**config.mk**
```make
export PLATFORM = sky130hd
export DESIGN_NAME = tia_audio_gen_flat
export DESIGN_NICKNAME = d
export VERILOG_FILES = /design/src/rtl/tia_audio_gen_if.sv /design/src/rtl/tia_audio_gen.sv /design/src/flat_wrapper.sv
export SDC_FILE = /design/constraint.sdc
export NUM_CORES = 1
export LEC_CHECK = 0
export BUFFER_PORTS_ARGS = -buffer_cell sky130_fd_sc_hd__buf_2
export CORE_ASPECT_RATIO = 1.2
export CORE_UTILIZATION = 61
export DETAILED_ROUTE_END_ITERATION = 6
export PLACE_DENSITY = 0.83
export SETUP_SLACK_MARGIN = 0.3
export SLEW_MARGIN = 20
export SYNTH_ARGS = -nofsm -noshare
export SYNTH_HDL_FRONTEND = slang
export SYNTH_SLANG_ARGS = --single-unit
```
**constraint.sdc**
```tcl
create_clock -name clk_i -period 3.2 [get_ports clk_i]
set_clock_uncertainty 0.15 [all_clocks]
set_input_delay 0.16 -clock clk_i [delete_from_list [all_inputs] [get_ports clk_i]]
set_output_delay 0.16 -clock clk_i [all_outputs]
set_load 0.02 [all_outputs]
```
**src/rtl/tia_audio_gen_if.sv**
```systemverilog
// rtl/tia_audio_gen_if.sv - register write port of the TIA audio generator
interface tia_audio_gen_if;
    logic       wr_i;
    logic [2:0] ch_i;
    logic [1:0] sel_i;
    logic [7:0] dat_i;

    modport master (output wr_i, ch_i, sel_i, dat_i);
    modport slave  (input  wr_i, ch_i, sel_i, dat_i);
endinterface

```
**src/rtl/tia_audio_gen.sv**
```systemverilog
// rtl/tia_audio_gen.sv - 16-mode TIA sound generator with per-channel and mixed outputs
// Optional sigma-delta 1-bit DAC on pwm_o enabled by defining TIA_AUDIO_PWM_EN.
module tia_audio_gen #(
    parameter int NUM_CH   = 2,
    parameter int VOL_W    = 4,
    parameter int OUT_W    = 6,
    parameter int TICK_DIV = 114
) (
    input  logic                    clk_i,
    input  logic                    rst_i,
    input  logic                    enable_i,
    tia_audio_gen_if.slave          bus,
    output logic                    tick_o,
    output logic [NUM_CH*VOL_W-1:0] ch_o,
    output logic [OUT_W-1:0]        mix_o,
    output logic                    pwm_o
);
    localparam int TW = (TICK_DIV > 1) ? $clog2(TICK_DIV) : 1;
    localparam logic [TW-1:0] TICK_LAST = TW'(TICK_DIV - 1);

    logic [TW-1:0]    tick_cnt;
    logic [OUT_W-1:0] mix_sum;
    logic             unused_dat;

    assign unused_dat = ^bus.dat_i;
    assign tick_o     = enable_i && !rst_i && (tick_cnt == TICK_LAST);

    always_ff @(posedge clk_i) begin
        if (rst_i) begin
            tick_cnt <= '0;
        end else if (enable_i) begin
            tick_cnt <= (tick_cnt == TICK_LAST) ? '0 : tick_cnt + TW'(1);
        end
    end

    for (genvar n = 0; n < NUM_CH; n++) begin : g_ch
        logic [3:0]       audc;
        logic [4:0]       audf;
        logic [VOL_W-1:0] audv;
        logic [4:0]       fcnt;
        logic [6:0]       div;
        logic [3:0]       p4;
        logic [4:0]       p5;
        logic [8:0]       p9;
        logic             tone;
        logic [VOL_W-1:0] level;

        logic             wr_hit;
        logic             chclk;
        logic             frozen;
        logic             eff_tone;
        logic [3:0]       p4_step;
        logic [4:0]       p5_step;
        logic [8:0]       p9_step;
        logic [6:0]       div_lim;
        logic             div_used;
        logic             div_en;
        logic             div_wrap;
        logic [6:0]       div_nx;
        logic             p4_en;
        logic [3:0]       p4_nx;
        logic             tone_nx;

        assign wr_hit   = bus.wr_i && (int'(bus.ch_i) == n);
        assign chclk    = tick_o && (fcnt >= audf);
        assign frozen   = (audc == 4'd0) || (audc == 4'd11);
        assign eff_tone = frozen || tone;

        always_comb begin
            p4_step  = (p4 == '0) ? '1 : {p4[0] ^ p4[1], p4[3:1]};
            p5_step  = (p5 == '0) ? '1 : {p5[0] ^ p5[2], p5[4:1]};
            p9_step  = (p9 == '0) ? '1 : {p9[0] ^ p9[4], p9[8:1]};
            div_lim  = 7'd0;
            div_used = 1'b0;
            case (audc)
                4'd2:                 begin div_lim = 7'd14; div_used = 1'b1; end
                4'd6, 4'd10:          begin div_lim = 7'd30; div_used = 1'b1; end
                4'd12, 4'd13, 4'd15:  begin div_lim = 7'd2;  div_used = 1'b1; end
                4'd14:                begin div_lim = 7'd92; div_used = 1'b1; end
                default:              ;
            endcase
            // mode 15 gates its divide-by-3 with the poly5 output bit
            div_en   = div_used && ((audc != 4'd15) || p5[0]);
            div_wrap = div_en && (div >= div_lim);
            div_nx   = !div_en ? div : (div_wrap ? 7'd0 : div + 7'd1);
            case (audc)
                4'd1:    p4_en = 1'b1;
                4'd2:    p4_en = div_wrap;
                4'd3:    p4_en = p5[0];
                default: p4_en = 1'b0;
            endcase
            p4_nx = p4_en ? p4_step : p4;
            case (audc)
                4'd1, 4'd2, 4'd3:     tone_nx = p4_nx[0];
                4'd4, 4'd5:           tone_nx = ~tone;
                4'd6, 4'd10:          tone_nx = (div_nx < 7'd13);
                4'd7, 4'd9:           tone_nx = p5_step[0];
                4'd8:                 tone_nx = p9_step[0];
                4'd12, 4'd13, 4'd15:  tone_nx = div_wrap ? ~tone : tone;
                4'd14:                tone_nx = (div_nx < 7'd46);
                default:              tone_nx = 1'b1;
            endcase
        end

        always_ff @(posedge clk_i) begin
            if (rst_i) begin
                audc  <= '0;
                audf  <= '0;
                audv  <= '0;
                fcnt  <= '0;
                div   <= '0;
                p4    <= '1;
                p5    <= '1;
                p9    <= '1;
                tone  <= 1'b0;
                level <= '0;
            end else begin
                if (wr_hit) begin
                    case (bus.sel_i)
                        2'd0:    audc <= bus.dat_i[3:0];
                        2'd1:    audf <= bus.dat_i[4:0];
                        2'd2:    audv <= bus.dat_i[VOL_W-1:0];
                        default: ;
                    endcase
                end
                if (tick_o) begin
                    fcnt <= (fcnt >= audf) ? 5'd0 : fcnt + 5'd1;
                end
                if (chclk) begin
                    if (frozen) begin
                        tone <= 1'b1;
                    end else begin
                        p4   <= p4_nx;
                        p5   <= p5_step;
                        p9   <= p9_step;
                        div  <= div_nx;
                        tone <= tone_nx;
                    end
                end
                level <= eff_tone ? audv : '0;
            end
        end

        assign ch_o[n*VOL_W +: VOL_W] = level;
    end

    always_comb begin
        mix_sum = '0;
        for (int n = 0; n < NUM_CH; n++) begin
            mix_sum = mix_sum + OUT_W'(ch_o[n*VOL_W +: VOL_W]);
        end
    end

    always_ff @(posedge clk_i) begin
        if (rst_i) begin
            mix_o <= '0;
        end else begin
            mix_o <= mix_sum;
        end
    end

`ifdef TIA_AUDIO_PWM_EN
    logic [OUT_W:0] acc;

    // carry out of the accumulator is the density-modulated bit
    always_ff @(posedge clk_i) begin
        if (rst_i) begin
            acc <= '0;
        end else begin
            acc <= {1'b0, acc[OUT_W-1:0]} + {1'b0, mix_o};
        end
    end

    assign pwm_o = acc[OUT_W];
`else
    assign pwm_o = 1'b0;
`endif
endmodule
```
**src/flat_wrapper.sv**
```systemverilog
// flat-port wrapper written by rule: the top's interface ports become plain ports
module tia_audio_gen_flat 
#(
    parameter int NUM_CH   = 2,
    parameter int VOL_W    = 4,
    parameter int OUT_W    = 6,
    parameter int TICK_DIV = 114
)
  (clk_i, rst_i, enable_i, tick_o, ch_o, mix_o, pwm_o, bus_wr_i, bus_ch_i, bus_sel_i, bus_dat_i);
  tia_audio_gen_if bus_i ();
  input  logic clk_i;
  input  logic rst_i;
  input  logic enable_i;
  output logic tick_o;
  output logic [NUM_CH*VOL_W-1:0] ch_o;
  output logic [OUT_W-1:0] mix_o;
  output logic pwm_o;
  input wire logic [$bits(bus_i.wr_i)-1:0] bus_wr_i;
  input wire logic [$bits(bus_i.ch_i)-1:0] bus_ch_i;
  input wire logic [$bits(bus_i.sel_i)-1:0] bus_sel_i;
  input wire logic [$bits(bus_i.dat_i)-1:0] bus_dat_i;
  assign bus_i.wr_i = bus_wr_i;
  assign bus_i.ch_i = bus_ch_i;
  assign bus_i.sel_i = bus_sel_i;
  assign bus_i.dat_i = bus_dat_i;
  tia_audio_gen #(.NUM_CH(NUM_CH), .VOL_W(VOL_W), .OUT_W(OUT_W), .TICK_DIV(TICK_DIV)) u_core (.clk_i(clk_i), .rst_i(rst_i), .enable_i(enable_i), .bus(bus_i), .tick_o(tick_o), .ch_o(ch_o), .mix_o(mix_o), .pwm_o(pwm_o));
endmodule
```
# Word level (Yosys, flattened, before mapping)
# Cells that the tools add are included.
[totals] register_bits=109 latchBits=0 mem_bits_rw=0 romBits=0 output_inout_bits=16 elab_cells=168 n_memories=0
[op_classes] addsub=6 multipliers=0 div=0 magnitude_cmp=8 eq_ne=38 shifts=0 n_mux=27 n_bitwise=12 reduce_logical=53
[ops] operator="4-bit equality test, second input constant" n=16
[ops] operator="7-bit case mux with 4 select lines" n=2
[ops] operator="7-bit two-way mux" n=5
[ops] operator="4-bit by 3-bit equality test with 1-bit output, second input constant" n=8
[ops] operator="7-bit by 1-bit adder with 7-bit output, second input constant" n=3
[ops] operator="5-bit two-way mux" n=4
[ops] operator="2-bit AND reduction" n=10
[ops] operator="9-bit logical NOT" n=2
[ops] operator="9-bit two-way mux" n=2
[ops] operator="4-bit by 2-bit equality test with 1-bit output, second input constant" n=4
[ops] operator="4-bit logical NOT" n=4
[ops] operator="2-bit OR reduction" n=8
[ops] operator="7-bit greater-or-equal comparator" n=2
[ops] operator="7-bit by 4-bit less-than comparator with 1-bit output, second input constant" n=2
[ops] operator="7-bit by 6-bit less-than comparator with 1-bit output, second input constant" n=2
[ops] operator="1-bit case mux with 7 select lines" n=2
[ops] operator="7-bit OR reduction" n=2
[ops] operator="3-bit OR reduction" n=4
[ops] operator="5-bit by 1-bit adder with 5-bit output, second input constant" n=2
[ops] operator="5-bit greater-or-equal comparator" n=2
[ops] operator="1-bit logical AND" n=10
[ops] operator="5-bit logical NOT" n=2
[ops] operator="4-bit by 1-bit equality test with 1-bit output, second input constant" n=2
[ops] operator="1-bit two-way mux" n=8
[ops] operator="16 further kinds" n=36

# Longest topological paths before layout
# Gate-level depths: netlist of the first run.
[logic_depth] word_depth=10 ltp_mapped=13

# Worst setup path before layout of the first run
# No wires, ideal clock.
[synth_path] kind="reg-to-reg" from="register u_core.g_ch[1].audc[0]" to="register u_core.g_ch[1].tone" setup_ns=0.128 arrival_time_ns=2.542 t_required_ns=2.922 path_slack_ns=0.380 path_stages_with_launch=13 path_buffers=2 path_cell_list="dfxtp_1 -> clkbuf_1 -> nor2b_1 -> buf_2 -> o21ai_0 -> ha_1 -> a211o_1 -> a21oi_1 -> o21ai_1 -> o31ai_1 -> a31oi_1 -> o41ai_1 -> a31oi_1"
[synth_between] elab_chain_len=10 word_cells_on_any_way=40 classes_between="3 x order compare; 17 x eq/ne; 8 x mux; 12 x reduce/logical"
[synth_lines] item="start, declared" line_no="tia_audio_gen.sv:37" text="logic [3:0] audc;"
[synth_lines] item="start signal, assigned" line_no="tia_audio_gen.sv:120" text="2'd0: audc <= bus.dat_i[3:0];"
[synth_lines] item="4-bit equality test, or another cell as far along" line_no="tia_audio_gen.sv:75, tia_audio_gen.sv:93"
[synth_lines] item="3-bit OR reduction, or another cell as far along" line_no="tia_audio_gen.sv:75, tia_audio_gen.sv:93"
[synth_lines] item="7-bit case mux with 4 select lines or 1-bit two-way mux (tied branches)" line_no="tia_audio_gen.sv:75" text="case (audc)"
[synth_lines] item="7-bit greater-or-equal comparator or 1-bit logical AND (tied branches)" line_no="tia_audio_gen.sv:84, tia_audio_gen.sv:83"
[synth_lines] item="1-bit logical AND" line_no="tia_audio_gen.sv:84" text="div_wrap = div_en && (div >= div_lim);"
[synth_lines] item="7-bit two-way mux (2 in a row)" line_no="tia_audio_gen.sv:85" text="div_nx = !div_en ? div : (div_wrap ? 7'd0 : div + 7'd1);"
[synth_lines] item="7-bit by 6-bit less-than comparator with 1-bit output or 7-bit by 4-bit less-than comparator with 1-bit output (tied branches)" line_no="tia_audio_gen.sv:100, tia_audio_gen.sv:96"
[synth_lines] item="1-bit case mux with 7 select lines" line_no="tia_audio_gen.sv:93" text="case (audc)"
[synth_lines] item="1-bit two-way mux" line_no="tia_audio_gen.sv:130" text="if (frozen) begin"
[synth_lines] item="end signal, assigned" line_no="tia_audio_gen.sv:137" text="tone <= tone_nx;"
[synth_lines] item="end, declared" line_no="tia_audio_gen.sv:45" text="logic tone;"
# Parallel ways exist; a longest one is shown, timed or not.
# A chain may end at the register's enable or synchronous reset.

# Worst setup path in the final report of the first run
[layout_path] from="register u_core.g_ch[1].audc[1]" to="register u_core.g_ch[1].tone"
# Same word-level chain as after synthesis.

==> results of run 1 <==
==> Yosys cell counts (3+ instances only) <==
| cell type | number | area share, % |
|---|---|---|
| nor2_1 | 118 | 7.5 |
| dfxtp_1 | 108 | 37 |
| nand2_1 | 48 | 3.1 |
| nor3_1 | 42 | 3.6 |
| a21oi_1 | 34 | 2.9 |
| inv_1 | 33 | 2.1 |
| ha_1 | 32 | 6.8 |
| o21ai_0 | 30 | 2.6 |
| o21bai_1 | 30 | 3.8 |
| mux2i_1 | 29 | 4.9 |
| clkbuf_1 | 20 | 1.3 |
| xor2_1 | 16 | 2.4 |
| nor2b_1 | 13 | 1.4 |
| nand3_1 | 12 | 1.0 |
| a31oi_1 | 10 | 1.1 |
| and2_1 | 10 | 1.1 |
| buf_2 | 9 | 0.77 |
| nand2b_1 | 8 | 0.85 |
| a211o_1 | 7 | 1.0 |
| and3_1 | 7 | 0.75 |
| nand4_1 | 7 | 0.75 |
| nor4_1 | 7 | 0.75 |
| a211oi_1 | 6 | 0.77 |
| or3_1 | 6 | 0.64 |
| xnor2_1 | 6 | 0.89 |
| a21o_1 | 5 | 0.64 |
| nor3b_1 | 5 | 0.64 |
| o31ai_1 | 5 | 0.64 |
| a311oi_1 | 4 | 0.60 |
| buf_4 | 4 | 0.51 |
| o211ai_1 | 4 | 0.51 |
| or4_1 | 4 | 0.51 |
| nor3_2 | 3 | 0.51 |
| o21ai_1 | 3 | 0.26 |
==> registers in the layout, summed over array words and instances (netlist names) <==
register and cells:
u_core.g_ch.div 14, u_core.g_ch.audf 10, u_core.g_ch.level 8, u_core.g_ch.p5 10, u_core.mix_o 5, u_core.g_ch.audc 8
u_core.g_ch.audv 8, u_core.tick_cnt 7, u_core.g_ch.tone 2, u_core.g_ch.p4 8, u_core.g_ch.fcnt 10, u_core.g_ch.p9 18
==> layout make-up <==
| class | instances | area share [%] |
|---|---|---|
| Tap cell | 120 | 2.33 |
| Timing Repair Buffer | 51 | 5.13 |
| Sequential cell | 108 | 33.6 |
| Multi-Input combinational cell | 543 | 53.9 |
| Inverter | 33 | 1.92 |
| Clock inverter | 6 | 0.972 |
| Clock buffer | 10 | 2.14 |
==> critical path, delay by kind of cell (launching register included) <==
kind / cells / cell delay (ps)
adders and majority gates: 1 / 330
DFF: 1 / 350
buffers and inverters: 2 / 290
and+or+nand+nor: 2 / 380
AOI/OAI and AO/OA: 6 / 1220
==> logic make-up (layout without fill, tap and decap cells) <==
kind of cell             count (synthesis)  in the layout  synth area share, %
AND/OR/NAND/NOR                        299            299                 24.7
AO/OA/AOI/OAI                          158            158                 18.1
flip-flops                             108            108                 36.8
buffers and inverters                   69            100                 4.99
adder cells (fa/ha/maj)                 33             33                 7.16
multiplexers                            29             29                 4.94
XOR/XNOR                                22             22                 3.28
other                                    1              2               0.0639
==> power by group through the flow <==
stage | sequential, mW | clock (mW) | combinational (mW)
3_5_place_dp | 1.39 | 0 | 0.0844
3_3_place_gp | 1.38 | 0 | 0.0818
2_1_floorplan | 1.38 | 0 | 0.0577
4_1_cts | 1.35 | 0.848 | 0.0912
6_report | 1.35 | 0.826 | 0.0924
5_1_grt | 1.36 | 0.897 | 0.101
==> how the worst min path moves through the flow <==
stage | end | startpoint | slack [ps]
floorplan | u_core.g_ch[0].audc[0] | bus_dat_i[0] | 150
global placement | u_core.g_ch[1].audf[4] | bus_dat_i[4] | 260
detailed placement | u_core.g_ch[1].audf[4] | bus_dat_i[4] | 280
CTS | u_core.g_ch[1].audc[0] | bus_ch_i[1] | 190
global route | u_core.g_ch[1].audv[0] | bus_ch_i[2] | 220
finish | u_core.g_ch[1].audv[2] | bus_ch_i[1] | 210
==> metal layers <==
layer  part of all wire (%)  wire length [microns]  up-vias
li1                       -                      -     2583
met1                     42                   5410     2441
met2                     52                   6680      108
met3                    3.7                    477       20
met4                    1.8                    224        0
met5                      0                      0        -
==> cells in the final DEF (no fill, tap or decap), types with 4 or more instances in the layout <==
cell and n:
nor2_1 118, dfxtp_1 108, nand2_1 48, nor3_1 41, inv_1 33, a21oi_1 33, ha_1 32, o21ai_0 30
o21bai_1 30, mux2i_1 29, buf_2 27, buf_4 18, xor2_1 16, nand3_1 12, nor2b_1 12, a31oi_1 10
and2_1 10, clkbuf_8 10, nand2b_1 8, and3_1 7, nor4_1 7, a211o_1 7, nand4_1 7, xnor2_1 6
a211oi_1 6, dlygate4sd3_1 6, a21o_1 5, or3_1 5, nor3b_1 5, nor3_2 4, o31ai_1 4, o211ai_1 4
==> per-stage QoR <==
stage | cell area (sq um) | power [mW]
CTS | 6400 | 2.29
global placement | 6130 | 1.47
floorplan | 5880 | 1.44
finish | 6440 | 2.27
global route | 6440 | 2.35
detailed placement | 6130 | 1.47
==> repair_timing <==
item                       4_1_cts  5_1_grt
pin swaps                        0        1
hold buffers                     6        0
gates resized for setup          1        8
hold endpoints to repair        21        0
setup endpoints to repair        1       10
==> results.yml, run 1 <==
synth:
  synth_cell_types: 61
  synth_area_sq_um: 5870
  ys_seq_area_share_pct: 36.8
  synth_seq_cells: 108
  synth-async-reset-ratio_pct: 0
  synth-edff-count: 0
  synth-main-ff-cell: "dfxtp_1"
  postSynthAreaPerCell_sq_um: 8.17
  yosys_warnings: 0
  synthCells: 719
power:
  vdd_drop_max_mv: 0.239
  internal_power_mw: 1.71
  p_sw_share_pct: 24.7
  p_clk_share_pct: 36.3
  combPwrFrac_pct: 4.1
  power.switching_mw: 0.561
  p_per_area_nw_per_um2: 353
  p_leak_nw: 2.82
  seqPwrFrac_pct: 59.6
cts:
  cts.sinks: 108
  cts_htree_levels: 3
  clock_path_buffers: 2
  cts-root-buf: "clkbuf_8"
  numCtsBuffers: 9
  clkTransAtPathRegs_ps: 110
  cts_tree: "done"
  clock_latency_ps: 370
  post_cts_buffers: 0
worst_hold_path:
  hold_depth: 5
  hold_class: "primary input to register"
outcome:
  outcome: "complete, no violations"
layout:
  antenna_cells: 0
  fin_nets: 796
  fin_util_pct: 70.2
  finalNonFillerCells: 871
  area_growth_pct: 9.65
  fillers: 724
  multi_input_area_sq_um: 3470
  regArea_sq_um: 2160
  drive_gt1_share_pct: 10.7
sta:
  worst_pin_slew_ps: 883
  slew_viol_final: 0
  whs_ps: 208
  post-route-period-util_pct: 89.1
  setup_tns_ps: 0
  rsz0062_at_grt: "no"
  max_slew_margin_pct: 41.1
  finalHoldViolations: 0
  timing.fmax_mhz: 351
  setup_ws_ps: 350
  setup_viol: 0
  period_minus_slack_ps: 2850
critical_path:
  reg2reg_depth: 11
  crit_end: "u_core.g_ch[1].tone"
  rrSetupSlack_ps: 350
  cp.arrival_ps: 2960
  critPathLaunchType: "register"
  worstSetupEndpointType: "register"
  required_ps: 3310
  critPathLaunch: "u_core.g_ch[1].audc[1]"
  crit_top_cell: "nor2b_1"
  crit_chain: "nor2b_1, inv_1, ha_1, nor2b_1, a311oi_4, o21ai_2, buf_4, o32ai_1, a21oi_1, o2111ai_1, a31oi_1"
  slowest_delay_ps: 350
  slowest_stage: "dfxtp_1"
  reg2reg_from: "u_core.g_ch[1].audc[1]"
  worstReg2RegEnd: "u_core.g_ch[1].tone"
  worst-setup-path-type: "register to register"
  critPathMaxFanout: 6
floorplanning:
  die-area_sq_um: 10000
  dieHeight_microns: 109
  start_util_pct: 64.0
  die_w_microns: 91.6
  io_pins: 33
  rows: 38
  core_area_sq_um: 9180
placed_design:
  place_inst: 849
  place_congestion: 0.930
  pre_cts_ws_ps: 319
  hpwlAfterDp_microns: 9080
  port_buffers: 27
detailed_routing:
  drtPass1Iterations: 5
  drt-total-wl_microns: 12800
  wl_per_cell_microns: 14.7
  viasPerCell: 5.92
  vias: 5152
  first_iter_violations: 314
  route.detailed.drc: 0
  ant_nets: 0
grt:
  grt_antenna_before_repair: 0
  grt_max_degree: 93
  track_usage_pct: 25.6
  met2_usage_pct: 47.7
  grt_pass1_wl_microns: 21000
  grt_util_met3_pct: 4.56
  busiest_layer: "met2"
  grt_pass1_vias: 4842
  met1_usage_pct: 29.2
  gr-total-overflow: 0
run:
  maxCapViolCount: 0
(Power assumes the default switching activity.)
==> inputs of run 2 (changes only) <==
- ABC_AREA: unset -> 1
==> run 2 against run 1 <==
Against the previous run: critical path depth up 7; clock power up 7.5%; register-to-register slack better by 240 ps; via count up 2.0%; critical path type unchanged; critical endpoint is now u_core.g_ch[0].tone; largest power group unchanged; highest routed layer unchanged.
==> results.yml, run 2 <==
worst_hold_path:
  hold_depth: 3
  hold_class: "primary input to register"
critical_path:
  crit_end: "u_core.g_ch[0].tone"
  worstSetupEndpointType: "register"
  cp.arrival_ps: 2750
  rrSetupSlack_ps: 590
  critPathLaunch: "u_core.g_ch[0].audc[1]"
  critPathLaunchType: "register"
  reg2reg_from: "u_core.g_ch[0].audc[1]"
  worstReg2RegEnd: "u_core.g_ch[0].tone"
  worst-setup-path-type: "register to register"
  reg2reg_depth: 18
  critPathMaxFanout: 7
  required_ps: 3340
cts:
  clock_path_buffers: 2
  cts_tree: "done"
  cts-root-buf: "clkbuf_8"
  post_cts_buffers: 0
  cts_htree_levels: 3
  clock_latency_ps: 380
  cts.sinks: 108
  numCtsBuffers: 9
  clkTransAtPathRegs_ps: 110
layout:
  top_register: "u_core.g_ch.p9"
  reg.largest.list: "u_core.g_ch.p9 x18, u_core.g_ch.div x14"
  antenna_cells: 0
  drive_gt1_share_pct: 8.48
  fillers: 750
  final_cell_mix: "nand2_1, inv_1, dfxtp_1"
  largest_reg_flops: 18
  finalNonFillerCells: 957
  mostFrequentLayoutCell: "nand2_1"
  area_growth_pct: 7.49
  fin_nets: 882
synth:
  synth_seq_cells: 108
  synth_top_cells_by_area: "dfxtp_1, nand2_1, o21ai_0"
  yosys.cell_count.top_type: "nand2_1"
  yosysTopAreaCell: "dfxtp_1"
  synth_top_cell_area_share_pct: 37.7
  synth-async-reset-ratio_pct: 0
  synthTopCellsByCount: "nand2_1, inv_1, dfxtp_1"
  synthCells: 809
  postSynthAreaPerCell_sq_um: 7.09
  synth-edff-count: 0
  synth-main-ff-cell: "dfxtp_1"
  ys_seq_area_share_pct: 37.7
  synth_cell_types: 42
  synth_area_sq_um: 5730
  yosys_warnings: 0
grt:
  grt_pass1_vias: 5027
  grt_max_degree: 51
  track_usage_pct: 26.7
  grt_pass1_wl_microns: 21400
  gr-total-overflow: 0
  grt_antenna_before_repair: 0
sta:
  worst_pin_slew_ps: 660
  post-route-period-util_pct: 81.6
  slew_viol_final: 0
  timing.fmax_mhz: 383
  max_slew_margin_pct: 55.5
  finalHoldViolations: 0
  rsz0062_at_grt: "no"
  period_minus_slack_ps: 2610
  setup_viol: 0
  setup_tns_ps: 0
floorplanning:
  dieHeight_microns: 108
  rows: 38
  start_util_pct: 63.1
  io_pins: 33
  die-area_sq_um: 9790
  die_w_microns: 90.5
  core_area_sq_um: 9080
detailed_routing:
  first_iter_violations: 286
  wl_per_cell_microns: 12.5
  drtPass1Iterations: 5
  viasPerCell: 5.49
  route.detailed.drc: 0
  drt-total-wl_microns: 12000
  ant_nets: 0
  vias: 5254
placed_design:
  port_buffers: 27
  place_inst: 937
  hpwlAfterDp_microns: 8870
  place_congestion: 0.894
power:
  p_per_area_nw_per_um2: 381
  p_leak_nw: 2.78
  vdd_drop_max_mv: 0.291
outcome:
  outcome: "complete, no violations"
run:
  maxCapViolCount: 0
-- run 2: layout make-up --
type | instances | area, sq um | area share [%]
multi-input combinational | 564 | 3010 | 48.8
sequential | 108 | 2160 | 35.1
clock inverter | 6 | 77.6 | 1.26
inverter | 117 | 447 | 7.25
tap | 120 | 150 | 2.44
clock buffer | 10 | 138 | 2.23
timing repair buffer | 32 | 183 | 2.96
-- run 2: worst max-delay path, cell delays in order (launching register included) --
cell      delay (ps)
dfxtp_1          420
inv_2             80
nor2_4           120
inv_2             90
nor2_1           140
inv_1             60
ha_1             300
inv_1             70
nor2_1            40
a21oi_1          130
nand3_1          130
nand2_2          170
nand2_1           90
nor2_1           150
nand2_1           80
nand3b_1          80
nand3_1           70
nor2_1           100
nor2_1            50
-- run 2: how the worst min path moves through the flow --
stage | to | from | slack (ps)
final | u_core.g_ch[1].audv[3] | bus_dat_i[3] | 20
after CTS | u_core.g_ch[1].audv[1] | bus_dat_i[1] | 0.0008
after detailed placement | u_core.g_ch[1].level[2] | u_core.g_ch[1].audv[2] | 280
after floorplan | u_core.tick_cnt[1] | enable_i | 110
after global placement | u_core.g_ch[1].level[2] | u_core.g_ch[1].audv[2] | 270
after global routing | u_core.g_ch[0].audc[1] | bus_dat_i[1] | 20
-- run 2: metrics by stage --
step                instance area, sq um  worst slack [ps]  hold WS [ps]  total power, mW  utilization (%)
floorplan                           5740               932           106             1.45                -
global placement                    5900               624           275             1.48             65.0
detailed placement                  5900               555           280             1.48             65.0
CTS                                 6160               533      0.000777             2.36             67.8
global route                        6160               337          20.1             2.43             67.9
finish                              6160               590          17.2             2.35             67.9
-- run 2: cell families after synthesis --
kind of cell / after synthesis / share of synthesized area [%]
fa+ha+maj: 33 / 7.33
compound gates: 181 / 17.1
simple gates: 340 / 26.6
flops: 108 / 37.7
buf+inv: 138 / 10.0
other cells: 1 / 0.0654
xor+xnor: 8 / 1.22
-- run 2: per-layer routing --
layer	GRT usage [%]	wire length, microns	vias up
li1	-	-	2696
met1	29.5	5010	2397
met2	50.5	6220	134
met3	4.71	534	27
met4	10.3	233	0
met5	0	0	-
-- run 2: timing repair --
action | CTS | global route
setup endpoints to repair | 0 | 4
resized for setup | 0 | 2
endpoints found under the hold margin | 10 | 0
hold buffers | 4 | 0
-- run 2: where the power goes --
part / internal, mW / switching (mW)
sequential: 1.35 / 0.00557
clock: 0.398 / 0.489
combinational: 0.0309 / 0.0700
total: 1.78 / 0.565
